`src/rtl/bip_pc_unit_if.sv`:
```
// bip_pc_unit_if: command/status bundle between the BIP control unit and the
// program-counter unit.
//
// Command signals (en, wr_pc, call, ret, address_bus) are level commands
// sampled on every rising clock edge. There is no valid/ready handshake. The
// PC unit accepts a command on every cycle and never stalls the driver. Results
// appear on the status signals one cycle later. All status signals come from
// registered state only.
//
// state_dbg exposes the encoded FSM state so that external checkers can bind
// to it.
interface bip_pc_unit_if #(
   parameter int AB    = 11,
   parameter int DEPTH = 4
);
   localparam int SPW = $clog2(DEPTH) + 1;

   // commands from the control unit
   logic          en;
   logic          wr_pc;
   logic          call;
   logic          ret;
   logic [AB-1:0] address_bus;

   // status from the PC unit
   logic [AB-1:0]  addr;
   logic [SPW-1:0] sp;
   logic           stack_full;
   logic           stack_empty;
   logic           fault;
   logic [1:0]     fault_code;
   logic           halted;
   logic [1:0]     state_dbg;

   // control-unit side
   modport master (
      output en, wr_pc, call, ret, address_bus,
      input  addr, sp, stack_full, stack_empty, fault, fault_code, halted,
             state_dbg
   );

   // program-counter side
   modport slave (
      input  en, wr_pc, call, ret, address_bus,
      output addr, sp, stack_full, stack_empty, fault, fault_code, halted,
             state_dbg
   );
endinterface

```
`src/rtl/bip_pc_unit.sv`:
```
// bip_pc_unit: program counter for the BIP datapath.
//
// The unit holds the fetch address and supports the following operations:
//   - increment on en;
//   - single-cycle jump on wr_pc;
//   - call/return through an internal return-address stack of DEPTH entries.
//
// Stack misuse freezes the unit in FAULT until reset. The fault cases are
// overflow, underflow, and call together with ret in the same cycle.
//
// Optional feature macro: PC_LIMIT_EN. When it is defined, an en at
// addr == LIMIT parks the unit in HALT. Only wr_pc, or a successful call or
// ret, leaves HALT.
//
// Command priority in each cycle: conflict > ret > call > wr_pc > en.
module bip_pc_unit #(
   parameter int          AB         = 11,
   parameter int          DEPTH      = 4,
   parameter logic [AB-1:0] RESET_ADDR = '0,
   parameter logic [AB-1:0] LIMIT      = {AB{1'b1}}
) (
   input logic          clk,
   input logic          reset,
   bip_pc_unit_if.slave pc
);

   localparam int SPW = $clog2(DEPTH) + 1;
   localparam int IW  = $clog2(DEPTH);
   localparam logic [SPW-1:0] SP_FULL = SPW'(DEPTH);

   localparam logic [1:0] CODE_NONE     = 2'b00;
   localparam logic [1:0] CODE_OVERFLOW = 2'b01;
   localparam logic [1:0] CODE_UNDERFLW = 2'b10;
   localparam logic [1:0] CODE_CONFLICT = 2'b11;

`ifdef PC_LIMIT_EN
   typedef enum logic [1:0] {
      S_RUN   = 2'd0,
      S_HALT  = 2'd1,
      S_FAULT = 2'd2
   } state_t;
`else
   typedef enum logic [1:0] {
      S_RUN   = 2'd0,
      S_FAULT = 2'd2
   } state_t;
`endif

   state_t         state_q, state_d;
   logic [AB-1:0]  addr_q, addr_d;
   logic [SPW-1:0] sp_q, sp_d;
   logic [1:0]     code_q, code_d;

   // return-address storage; contents are don't-care after reset
   logic [AB-1:0]  stack_q [DEPTH];
   logic           push;
   logic [IW-1:0]  push_idx;
   logic [IW-1:0]  pop_idx;
   logic [AB-1:0]  addr_inc;

   assign addr_inc = addr_q + AB'(1);
   assign push_idx = sp_q[IW-1:0];
   assign pop_idx  = sp_q[IW-1:0] - IW'(1);

   // next-state decode: one winning command per cycle, FAULT absorbs everything
   always_comb begin
      state_d = state_q;
      addr_d  = addr_q;
      sp_d    = sp_q;
      code_d  = code_q;
      push    = 1'b0;
      if (state_q != S_FAULT) begin
         if (pc.call && pc.ret) begin
            state_d = S_FAULT;
            code_d  = CODE_CONFLICT;
         end else if (pc.ret) begin
            if (sp_q == '0) begin
               state_d = S_FAULT;
               code_d  = CODE_UNDERFLW;
            end else begin
               addr_d  = stack_q[pop_idx];
               sp_d    = sp_q - SPW'(1);
               state_d = S_RUN;
            end
         end else if (pc.call) begin
            if (sp_q == SP_FULL) begin
               state_d = S_FAULT;
               code_d  = CODE_OVERFLOW;
            end else begin
               push    = 1'b1;
               sp_d    = sp_q + SPW'(1);
               addr_d  = pc.address_bus;
               state_d = S_RUN;
            end
         end else if (pc.wr_pc) begin
            addr_d  = pc.address_bus;
            state_d = S_RUN;
         end else if (pc.en) begin
`ifdef PC_LIMIT_EN
            // en has no effect while halted; at LIMIT the address parks
            if (state_q == S_RUN) begin
               if (addr_q == LIMIT) begin
                  state_d = S_HALT;
               end else begin
                  addr_d = addr_inc;
               end
            end
`else
            addr_d = addr_inc;
`endif
         end
      end
   end

   // state, address, stack pointer and fault code registers
   always_ff @(posedge clk) begin
      if (reset) begin
         state_q <= S_RUN;
         addr_q  <= RESET_ADDR;
         sp_q    <= '0;
         code_q  <= CODE_NONE;
      end else begin
         state_q <= state_d;
         addr_q  <= addr_d;
         sp_q    <= sp_d;
         code_q  <= code_d;
      end
   end

   // stack write: the return address is the caller's addr+1, wrapped to AB bits
   always_ff @(posedge clk) begin
      if (!reset && push) begin
         stack_q[push_idx] <= addr_inc;
      end
   end

   // status decoded purely from registered state
   assign pc.addr        = addr_q;
   assign pc.sp          = sp_q;
   assign pc.stack_full  = (sp_q == SP_FULL);
   assign pc.stack_empty = (sp_q == '0);
   assign pc.fault       = (state_q == S_FAULT);
   assign pc.fault_code  = code_q;
   assign pc.state_dbg   = state_q;
`ifdef PC_LIMIT_EN
   assign pc.halted      = (state_q == S_HALT);
`else
   assign pc.halted      = 1'b0;
`endif

endmodule

```
`src/flat_wrapper.sv`:
```
// flat-port wrapper written by rule: the top's interface ports become plain ports
module bip_pc_unit_flat 
#(
   parameter int          AB         = 11,
   parameter int          DEPTH      = 4,
   parameter logic [AB-1:0] RESET_ADDR = '0,
   parameter logic [AB-1:0] LIMIT      = {AB{1'b1}}
)
  (clk, reset, pc_en, pc_wr_pc, pc_call, pc_ret, pc_address_bus, pc_addr, pc_sp, pc_stack_full, pc_stack_empty, pc_fault, pc_fault_code, pc_halted, pc_state_dbg);
  bip_pc_unit_if #(.AB(AB), .DEPTH(DEPTH)) pc_i ();
  input logic clk;
  input logic reset;
  input wire logic [$bits(pc_i.en)-1:0] pc_en;
  input wire logic [$bits(pc_i.wr_pc)-1:0] pc_wr_pc;
  input wire logic [$bits(pc_i.call)-1:0] pc_call;
  input wire logic [$bits(pc_i.ret)-1:0] pc_ret;
  input wire logic [$bits(pc_i.address_bus)-1:0] pc_address_bus;
  output wire logic [$bits(pc_i.addr)-1:0] pc_addr;
  output wire logic [$bits(pc_i.sp)-1:0] pc_sp;
  output wire logic [$bits(pc_i.stack_full)-1:0] pc_stack_full;
  output wire logic [$bits(pc_i.stack_empty)-1:0] pc_stack_empty;
  output wire logic [$bits(pc_i.fault)-1:0] pc_fault;
  output wire logic [$bits(pc_i.fault_code)-1:0] pc_fault_code;
  output wire logic [$bits(pc_i.halted)-1:0] pc_halted;
  output wire logic [$bits(pc_i.state_dbg)-1:0] pc_state_dbg;
  assign pc_i.en = pc_en;
  assign pc_i.wr_pc = pc_wr_pc;
  assign pc_i.call = pc_call;
  assign pc_i.ret = pc_ret;
  assign pc_i.address_bus = pc_address_bus;
  assign pc_addr = pc_i.addr;
  assign pc_sp = pc_i.sp;
  assign pc_stack_full = pc_i.stack_full;
  assign pc_stack_empty = pc_i.stack_empty;
  assign pc_fault = pc_i.fault;
  assign pc_fault_code = pc_i.fault_code;
  assign pc_halted = pc_i.halted;
  assign pc_state_dbg = pc_i.state_dbg;
  bip_pc_unit #(.AB(AB), .DEPTH(DEPTH), .RESET_ADDR(RESET_ADDR), .LIMIT(LIMIT)) u_core (.clk(clk), .reset(reset), .pc(pc_i));
endmodule
```
`config.mk`:
```
export PLATFORM = sky130hd
export DESIGN_NAME = bip_pc_unit_flat
export DESIGN_NICKNAME = d
export VERILOG_FILES = /design/src/rtl/bip_pc_unit_if.sv /design/src/rtl/bip_pc_unit.sv /design/src/flat_wrapper.sv
export SDC_FILE = /design/constraint.sdc
export NUM_CORES = 1
export LEC_CHECK = 0
export CAP_MARGIN = 20
export CORE_ASPECT_RATIO = 0.6
export CORE_UTILIZATION = 49
export DETAILED_ROUTE_END_ITERATION = 10
export PLACE_DENSITY = 0.8
export SLEW_MARGIN = 10
export SYNTH_ARGS = -nofsm -noshare
export SYNTH_HDL_FRONTEND = slang
export SYNTH_SLANG_ARGS = --single-unit
```
`constraint.sdc`:
```
create_clock -name clk -period 2 [get_ports clk]
set_input_delay 0.2 -clock clk [delete_from_list [all_inputs] [get_ports clk]]
set_output_delay 0.2 -clock clk [all_outputs]
set_load 0.02 [all_outputs]
```
==> results by group, run 1 <==
Run status
  • Status: finished clean

Worst setup path
  • Worst endpoint data arrival time: 2.09 ns
  • Crit. End Element: flop
  • Critical path class: in -> reg
  • Worst path slowest cell: clkdlybuf4s50_1
  • Crit path cell chain: clkdlybuf4s50_1 > buf_4 > ha_1 > nor2_1 > and4_1 > nand2_1 > o32ai_1
  • Crit path largest cell delay: 0.42 ns
  • Critical Path Fanout Max: 7
  • Critical Path Start Type: input port
  • CP required: 2.24 ns

STA
  • Fmax achieved: 0.538 GHz
  • Final setup skew: 0.00735 ns
  • Worst-Margin Slew: 0.514 ns
  • Post-layout minimum cycle time: 1.86 ns
  • Hold Fails Final Rpt: 0
  • RSZ-0062 raised after global routing: false
  • Setup violators final: 0
  • Slew headroom: 0.653
  • Final worst path period share: 0.929
  • Setup_tns: 0 ns
  • Max-slew violations: 0

Place
  • Port Buffers: 36
  • DP Area: 3590 sq um
  • Final Wtd Congestion: 0.974
  • Hpwl dp: 5280 microns

Route
  • Final WL: 7430 microns
  • Wire length per cell: 19.3 microns
  • Vias/cell: 5.87
  • Vias: 2259
  • Routed Antenna Nets: 0
  • Initial DRC Count: 256
  • DRT Pass-1 Iters: 5
  • Detailed-route DRC error count: 0

Yosys
  • Cell variety after synth: 51
  • Yosys reg bits: 61
  • Synth area leader: edfxtp_1
  • Commonest cells in the netlist: edfxtp_1, nand2_1, dfxtp_1, nor2_1, o21ai_0
  • Syn Area/Cell: 12.4 sq um
  • Mapped Area: 2970 sq um
  • EDFF count, synth: 44
  • Seq/Total Area, Yosys: 0.559
  • Count leader, synth: edfxtp_1
  • YS warnings: 0
  • Cell count after synthesis: 240
  • Top FF cell, synth: edfxtp_1
  • Async S/R FF share, synth: 0
  • Ranking of synthesized cells by area: edfxtp_1, dfxtp_1, mux4_2
  • Top cell type's share of synthesized area: 0.444

Clock tree
  • # clock sinks: 61
  • Worst-case clock buffer depth: 2
  • CTS tree: yes
  • Htree depth: 3
  • Total CTS buffers: 9
  • Root buffer cell: clkbuf_8
  • Clk_lat worst skew: 0.34 ns
  • Hold_buf cts: 0
  • Clock transition at path regs: 0.07 ns

Hold path
  • Worst Hold Class: reg -> reg

Pwr
  • Overall power: 4.04 mW
  • Pwr per Cell Area: 1050 nW/um^2
  • Worst vdd ir: 0.532 mV
  • Lkg Pwr: 1.39 nW

Floorplanning
  • Die area: 6400 sq um
  • Core Area: 5700 sq um
  • Die W: 103 microns
  • Site Rows: 21
  • Starting Density: 0.522
  • Ports: 39
  • Die Height: 62.3 microns

GRT
  • Largest net degree at the start of global routing: 17
  • Gr usage total: 0.262
  • Global-route wire length before repair: 12000 microns
  • Antenna violations before repair: 0
  • GR Overflow Total: 0
  • Vias in the first global route: 2238

Finish
  • Layout Nets: 328
  • Layout cells sized above 1: 0.226
  • Final instance area: 3830 sq um
  • Fillers: 438
  • Layout Utilization: 0.672
  • ANT cells: 0
  • Layout area overhead: 28.9%

Flow run
  • Max Cap Viol: 0
==> timing repair <==
item	in CTS	in global routing
resized for setup	3	0
buffers inserted	0	0
setup endpoints to repair	2	0
==> worst paths after layout <==
| kind | slack (ns) | from | to | cells past startpoint |
|---|---|---|---|---|
| setup / recovery | 0.14 | pc_ret | u_core.pc.addr[1] | 7 |
| hold / removal | 0.52 | u_core.pc.fault_code[0] | u_core.pc.fault_code[0] | 2 |
| setup reg to reg | 0.18 | u_core.pc.sp[1] | u_core.stack_q[0][4] | 6 |
| hold reg to reg | 0.52 | u_core.pc.fault_code[0] | u_core.pc.fault_code[0] | 2 |
==> sequential cells by signal, indices dropped and copies added, names as in the netlist <==
signal and flops:
u_core.pc.state_dbg 1, u_core.stack_q 44, u_core.pc.fault_code 2, u_core.pc.sp 3, u_core.pc.addr 11
==> cell type report <==
type	count	area, sq um	area share
Clock buffer	9	124	0.0323
Clock inverter	6	113	0.0294
Inverter	9	33.8	0.00881
Multi-Input combinational cell	156	1230	0.321
Sequential cell	61	1670	0.435
Tap cell	80	100	0.0261
Timing Repair Buffer	64	568	0.148
==> placed cells by master, fill, tap and decap left out, types with 4 or more instances in the layout <==
| master | n |
|---|---|
| mux4_2 | 10 |
| clkbuf_8 | 9 |
| xnor2_1 | 6 |
| nand3_1 | 6 |
| a21oi_1 | 5 |
| xor2_1 | 4 |
| o21ai_0 | 15 |
| nor3_1 | 5 |
| nor2_1 | 16 |
| nand2_1 | 21 |
| buf_4 | 28 |
| inv_1 | 9 |
| edfxtp_1 | 44 |
| and2_4 | 5 |
| ha_1 | 8 |
| clkdlybuf4s50_1 | 34 |
| dfxtp_1 | 16 |
==> layer usage <==
| layer | track usage | vias to the layer above | routed length, microns |
|---|---|---|---|
| met5 | 0 | - | 0 |
| met4 | 0.0661 | 0 | 88 |
| li1 | - | 1034 | - |
| met2 | 0.368 | 121 | 3260 |
| met3 | 0.0935 | 11 | 735 |
| met1 | 0.385 | 1093 | 3340 |
==> worst max-delay path, delay by kind of cell <==
kind	cells	cell delay [ns]
AND/OR/NAND/NOR	3	0.76
buffers and inverters	2	0.59
AO/OA/AOI/OAI	1	0.34
adder cells (fa/ha/maj)	1	0.21
==> power breakdown <==
part | total [mW] | switching (mW) | internal, mW
Clock | 1.31 | 0.491 | 0.820
Combinational | 1.13 | 0.590 | 0.537
Sequential | 1.60 | 0.108 | 1.49
Total | 4.04 | 1.19 | 2.85
==> stage by stage <==
step | hold WS, ns | std cells | setup slack [ns]
6_report | 0.522 | 385 | 0.142
5_1_grt | 0.572 | 385 | 0.0423
4_1_cts | 0.528 | 385 | 0.138
3_5_place_dp | 0.523 | 370 | -0.116
3_3_place_gp | 0.506 | 370 | -0.125
2_1_floorplan | 0.416 | 241 | 0.00180
==> kinds of logic (layout without fill, tap and decap cells) <==
logic type	count (synthesis)	after routing	synth area share
multiplexers	13	13	0.0862
other	1	2	0.00126
adder cells (fa/ha/maj)	10	10	0.0446
AO/OA/AOI/OAI	48	48	0.110
buffers and inverters	24	88	0.0379
XOR/XNOR	10	10	0.0294
flip-flops	61	61	0.559
AND/OR/NAND/NOR	73	73	0.132
Note: power is estimated with default switching activity, not from simulation.
==> run 2: changes to the inputs <==
--- a/config.mk
+++ b/config.mk
@@ -6,10 +6,13 @@
 export NUM_CORES = 1
 export LEC_CHECK = 0
 export CAP_MARGIN = 20
+export CELL_PAD_IN_SITES_DETAIL_PLACEMENT = 0
+export CELL_PAD_IN_SITES_GLOBAL_PLACEMENT = 1
 export CORE_ASPECT_RATIO = 0.6
-export CORE_UTILIZATION = 49
+export CORE_MARGIN = 10
+export CORE_UTILIZATION = 40
 export DETAILED_ROUTE_END_ITERATION = 10
-export PLACE_DENSITY = 0.8
+export PLACE_DENSITY = 0.81
 export SLEW_MARGIN = 10
 export SYNTH_ARGS = -nofsm -noshare
 export SYNTH_HDL_FRONTEND = slang
==> run 2 against run 1 <==
Compared with the run above: register-to-register slack got worse by 0.05 ns; global-route usage is 12 points lower; largest cell class unchanged; design area increased by 2.4%; die area rose by 78%; largest power group unchanged; clock power increased by 15%; critical endpoint is now u_core.stack_q[3][3]; wire length rose by 6.5%; maximum frequency shrank 0.55%.
==> results by group, run 2 (same netlist as run 1, synthesis figures left out) <==
Run status
  • Status: finished clean

STA
  • Max-slew violations: 0
  • Fmax achieved: 0.535 GHz
  • Setup ws final: 0.131 ns
  • RSZ-0062 raised after global routing: false
  • Hold slack: 0.539 ns
  • Hold Fails Final Rpt: 0
  • Worst-Margin Slew: 0.523 ns
  • Final worst path period share: 0.934
  • Post-layout minimum cycle time: 1.87 ns
  • Slew headroom: 0.649
  • Setup_tns: 0 ns
  • Setup violators final: 0
  • Final setup skew: 0.00672 ns

Finish
  • Most frequent cells in the layout: edfxtp_1, clkdlybuf4s50_1, buf_4
  • Layout Cells excl Fill: 412
  • Fillers: 615
  • ANT cells: 0
  • Top reg by flops: u_core.stack_q
  • Layout cells sized above 1: 0.227
  • Commonest non-fill, non-tap cell in the layout: edfxtp_1
  • Layout Nets: 330
  • Max FFs per register: 44
  • Layout area overhead: 32.0%

Floorplanning
  • Starting Density: 0.411
  • Core Area: 7240 sq um
  • Ports: 39
  • Site Rows: 24
  • Die area: 11400 sq um
  • Die W: 131 microns
  • Die Height: 86.8 microns

Route
  • Initial DRC Count: 218
  • DRT Pass-1 Iters: 4
  • Vias/cell: 5.32
  • Final WL: 7910 microns
  • Vias: 2193
  • Detailed-route DRC error count: 0
  • Routed Antenna Nets: 0
  • Wire length per cell: 19.2 microns

Pwr
  • Lkg Pwr: 1.43 nW
  • Worst vdd ir: 0.606 mV
  • Pwr per Cell Area: 1090 nW/um^2
  • Overall power: 4.27 mW

Worst setup path
  • R2R depth: 6
  • CP required: 2.02 ns
  • Register-to-Register Setup Slack: 0.13 ns
  • Crit. End Element: flop
  • Critical Path Fanout Max: 11
  • Worst setup path endpoint: u_core.stack_q[3][3]
  • Critical Path Start Type: flop
  • Critical Path Start: u_core.pc.sp[0]
  • Critical path class: reg -> reg
  • End of the worst register-to-register path: u_core.stack_q[3][3]
  • Worst r2r src: u_core.pc.sp[0]
  • Worst endpoint data arrival time: 1.89 ns

Clock tree
  • Root buffer cell: clkbuf_16
  • Hold_buf cts: 0
  • CTS tree: yes
  • Total CTS buffers: 9
  • Clock transition at path regs: 0.05 ns
  • # clock sinks: 61
  • Clk_lat worst skew: 0.33 ns
  • Worst-case clock buffer depth: 2
  • Post-CTS setup buffers: 0
  • Htree depth: 3

Place
  • Worst slack at placement: -0.134 ns
  • Port Buffers: 36
  • Number of instances in the placed design: 396
  • Final Wtd Congestion: 0.889
  • Hpwl dp: 5790 microns

GRT
  • Gr usage total: 0.143
  • Global-route wire length before repair: 12500 microns
  • GR Overflow Total: 0
  • Antenna violations before repair: 0
  • Largest net degree at the start of global routing: 17
  • Vias in the first global route: 2116

Hold path
  • Worst Hold Class: reg -> reg

Flow run
  • Max Cap Viol: 0
==> run 2: cell types whose count changed in the layout (fill, tap and decap cells not counted), moves of 2 or more <==
cell / delta
buf_4: +2
bufinv_16: -2
clkbuf_16: +9
clkbuf_8: -9
==> run 2: report_power, final <==
part	switching (mW)	internal, mW	leakage (nW)	total (mW)
combinational	0.635	0.537	0.750	1.17
sequential	0.0946	1.49	0.544	1.59
clock	0.553	0.960	0.132	1.51
total	1.28	2.99	1.43	4.27
==> run 2: worst min path at each step <==
stage                     slack, ns               startpoint                       to  cells after the start
after floorplan                0.42                 pc_wr_pc   u_core.pc.state_dbg[1]                      2
after global placement         0.51  u_core.pc.fault_code[0]  u_core.pc.fault_code[0]                      2
after detailed placement       0.53  u_core.pc.fault_code[0]  u_core.pc.fault_code[0]                      2
after CTS                      0.54  u_core.pc.fault_code[0]  u_core.pc.fault_code[0]                      2
after global routing           0.57  u_core.pc.fault_code[0]  u_core.pc.fault_code[0]                      2
final                          0.54  u_core.pc.fault_code[0]  u_core.pc.fault_code[0]                      2
==> run 2: metrics by stage <==
stage / cell area (sq um) / util
detailed placement: 3630 / 0.502
CTS: 3930 / 0.542
floorplan: 3010 / -
finish: 3930 / 0.542
global route: 3930 / 0.542
global placement: 3630 / 0.502
==> run 2: final cells by class <==
| cell class | count | area (sq um) | area share |
|---|---|---|---|
| inverter | 9 | 33.8 | 0.00861 |
| multi-input combinational | 156 | 1220 | 0.310 |
| timing repair buffer | 66 | 583 | 0.149 |
| sequential | 61 | 1670 | 0.424 |
| clock buffer | 10 | 229 | 0.0583 |
| tap | 104 | 130 | 0.0332 |
| clock inverter | 6 | 65.1 | 0.0166 |
==> run 2: worst max-delay path, cell delays in order, from the launching register on <==
cell and delay (ns):
dfxtp_4 0.34, inv_1 0.08, ha_2 0.25, and2_4 0.18
nor2_1 0.12, and4_1 0.30, and2_4 0.29
==> run 2: layer usage <==
| layer | vias to the layer above | part of all wire | global-route usage |
|---|---|---|---|
| met5 | - | 0 | 0 |
| met4 | 0 | 0.011 | 0.0513 |
| met3 | 9 | 0.11 | 0.0473 |
| met2 | 105 | 0.40 | 0.181 |
| met1 | 1044 | 0.48 | 0.216 |
| li1 | 1035 | - | - |
==> run 2: what timing repair did <==
action	in CTS	in global routing
resized for setup	2	0
setup endpoints to repair	2	0
endpoints found under the hold margin	0	0
==> patch (config.mk and constraints of run 2) <==
The option `PC_LIMIT_EN` is turned on by a define.
--- a/src/rtl/bip_pc_unit.sv
+++ b/src/rtl/bip_pc_unit.sv
@@ -15,2 +15,4 @@
 // Command priority in each cycle: conflict > ret > call > wr_pc > en.
+`define PC_LIMIT_EN
+
 module bip_pc_unit #(
Formal check against the unedited RTL: not equivalent (Yosys sat finds a counterexample within 4 cycles, from zero or initial values and one cycle with reset high).
==> patch against run 2 <==
  * Cell count is 3.9% higher
  * Cell area up 5.7%
  * Critical endpoint is now u_core.stack_q[3][2]
  * Sequential cell count is 1 higher
  * Hold slack got worse by 0.024 ns
  * Worst setup slack worse by 0.074 ns
  * Largest cell class unchanged
  * Fmax is 3.8% lower
  * First-iteration DRC count shrank 4.6%
  * Area after synthesis increased by 1.7%
  * Power up 22%
  * Wire length grew 7.0%
  * Via count up 1.4%
  * Synthesized cell count is 2.1% higher
  * Non-clock buffer count up 8
==> patch: results (changes against run 2) <==
| Metric | Value |
|---|---|
| Status | complete, no violations (unchanged) |
| Max VDD drop | 834 uV (was 606 uV) |
| Largest net degree at the start of global routing | 18 (was 17) |
| Min Hold Slack | 0.515 ns (was 0.539 ns) |
| GP Congestion | 0.869 (was 0.889) |
| Commonest cells post-synth | 44 x edfxtp_1, 28 x nor2_1, 18 x dfxtp_1, 12 x a21oi_1, 12 x nand2_1 (was 44 x edfxtp_1, 21 x nand2_1, 17 x dfxtp_1, 16 x nor2_1, 15 x o21ai_0) |
| P per Cell Area | 1260 nW/um^2 (was 1090 nW/um^2) |
| GRT Overall Usage | 15.2% (was 14.3%) |
| Num CTS Buffers | 9 (unchanged) |
| P_leak | 1.55 nW (was 1.43 nW) |
| Post-synthesis sequential area ratio | 55.6% (was 55.9%) |
| Worst setup margin | 0.0573 ns (was 0.131 ns) |
| Fraction of layout cells with a size suffix above 1 | 27.2% (was 22.7%) |
| CP arrival | 1.97 ns (was 1.89 ns) |
| Nets@finish | 346 (was 330) |
| Resized Gates After CTS | 3 (was 2) |
| DRT iter0 DRCs | 208 (was 218) |
| Top cells by area, synth | edfxtp_1 44%, dfxtp_1 12%, mux4_2 8.2% (was edfxtp_1 44%, dfxtp_1 11%, mux4_2 7.6%) |
| Area after DPL | 3800 um^2 (was 3630 um^2) |
| Post-DR vias/cell | 5.19 (was 5.32) |
| Layout fillers | 626 (was 615) |
| Cell variety after synth | 46 (was 51) |
| Peak per-stage delay on the critical path | 0.49 ns (was 0.34 ns) |
| Post-Syn Area per Cell | 12.3 um^2 (was 12.4 um^2) |
| Setup crit end | u_core.stack_q[3][2] (was u_core.stack_q[3][3]) |
| Dpl ws | -0.214 ns (was -0.134 ns) |
| Total number of vias | 2223 (was 2193) |
| Metal3 WL | 891 um (was 859 um) |
| First-pass GRT wire length | 13200 um (was 12500 um) |
| DP HPWL | 6250 um (was 5790 um) |
| Met2 WL post-DR | 3330 um (was 3150 um) |
| PortBufs | 38 (was 36) |
| Worst Tran Pin Value | 0.603 ns (was 0.523 ns) |
| M1 WL | 4170 um (was 3810 um) |
| Final setup skew | 0.00525 ns (was 0.00672 ns) |
| Root buf cell | clkbuf_16 (unchanged) |
| Inst Count DP | 410 (was 396) |
| Flop2flop setup slack | 0.06 ns (was 0.13 ns) |
| WL/cell | 19.8 um (was 19.2 um) |
| Slowest-stage cell, CP | or4b_4 (was dfxtp_4) |
## patch: per-layer routing
metal | up-vias | global-route usage [%]
met3 | 4 | 4.78
met2 | 101 | 19.7
li1 | 1065 | -
met4 | 0 | 5.77
met1 | 1053 | 22.4
met5 | - | 0
## patch: area by class of cell
type / count / share of cell area [%]
clock buffers: 9 / 5.43
well taps: 104 / 3.14
repair buffers: 74 / 16.3
flip-flops and latches: 62 / 40.7
multi-input cells: 162 / 31.0
clock inverters: 7 / 2.38
inverters: 10 / 1.09
## patch: power by group
part / total (mW) / internal [mW] / switching, mW
Clock: 1.67 / 1.09 / 0.572
Sequential: 1.68 / 1.58 / 0.105
Combinational: 1.87 / 0.874 / 0.994
## patch: cells by family (layout without fill, tap and decap cells)
family | Yosys count | count (layout) | synth area share (%)
compound gates | 50 | 50 | 11.3
xor+xnor | 13 | 13 | 3.76
fa+ha+maj | 10 | 10 | 4.38
buf+inv | 23 | 100 | 3.72
flops | 62 | 62 | 55.6
mux | 12 | 12 | 8.52
simple gates | 75 | 77 | 12.7
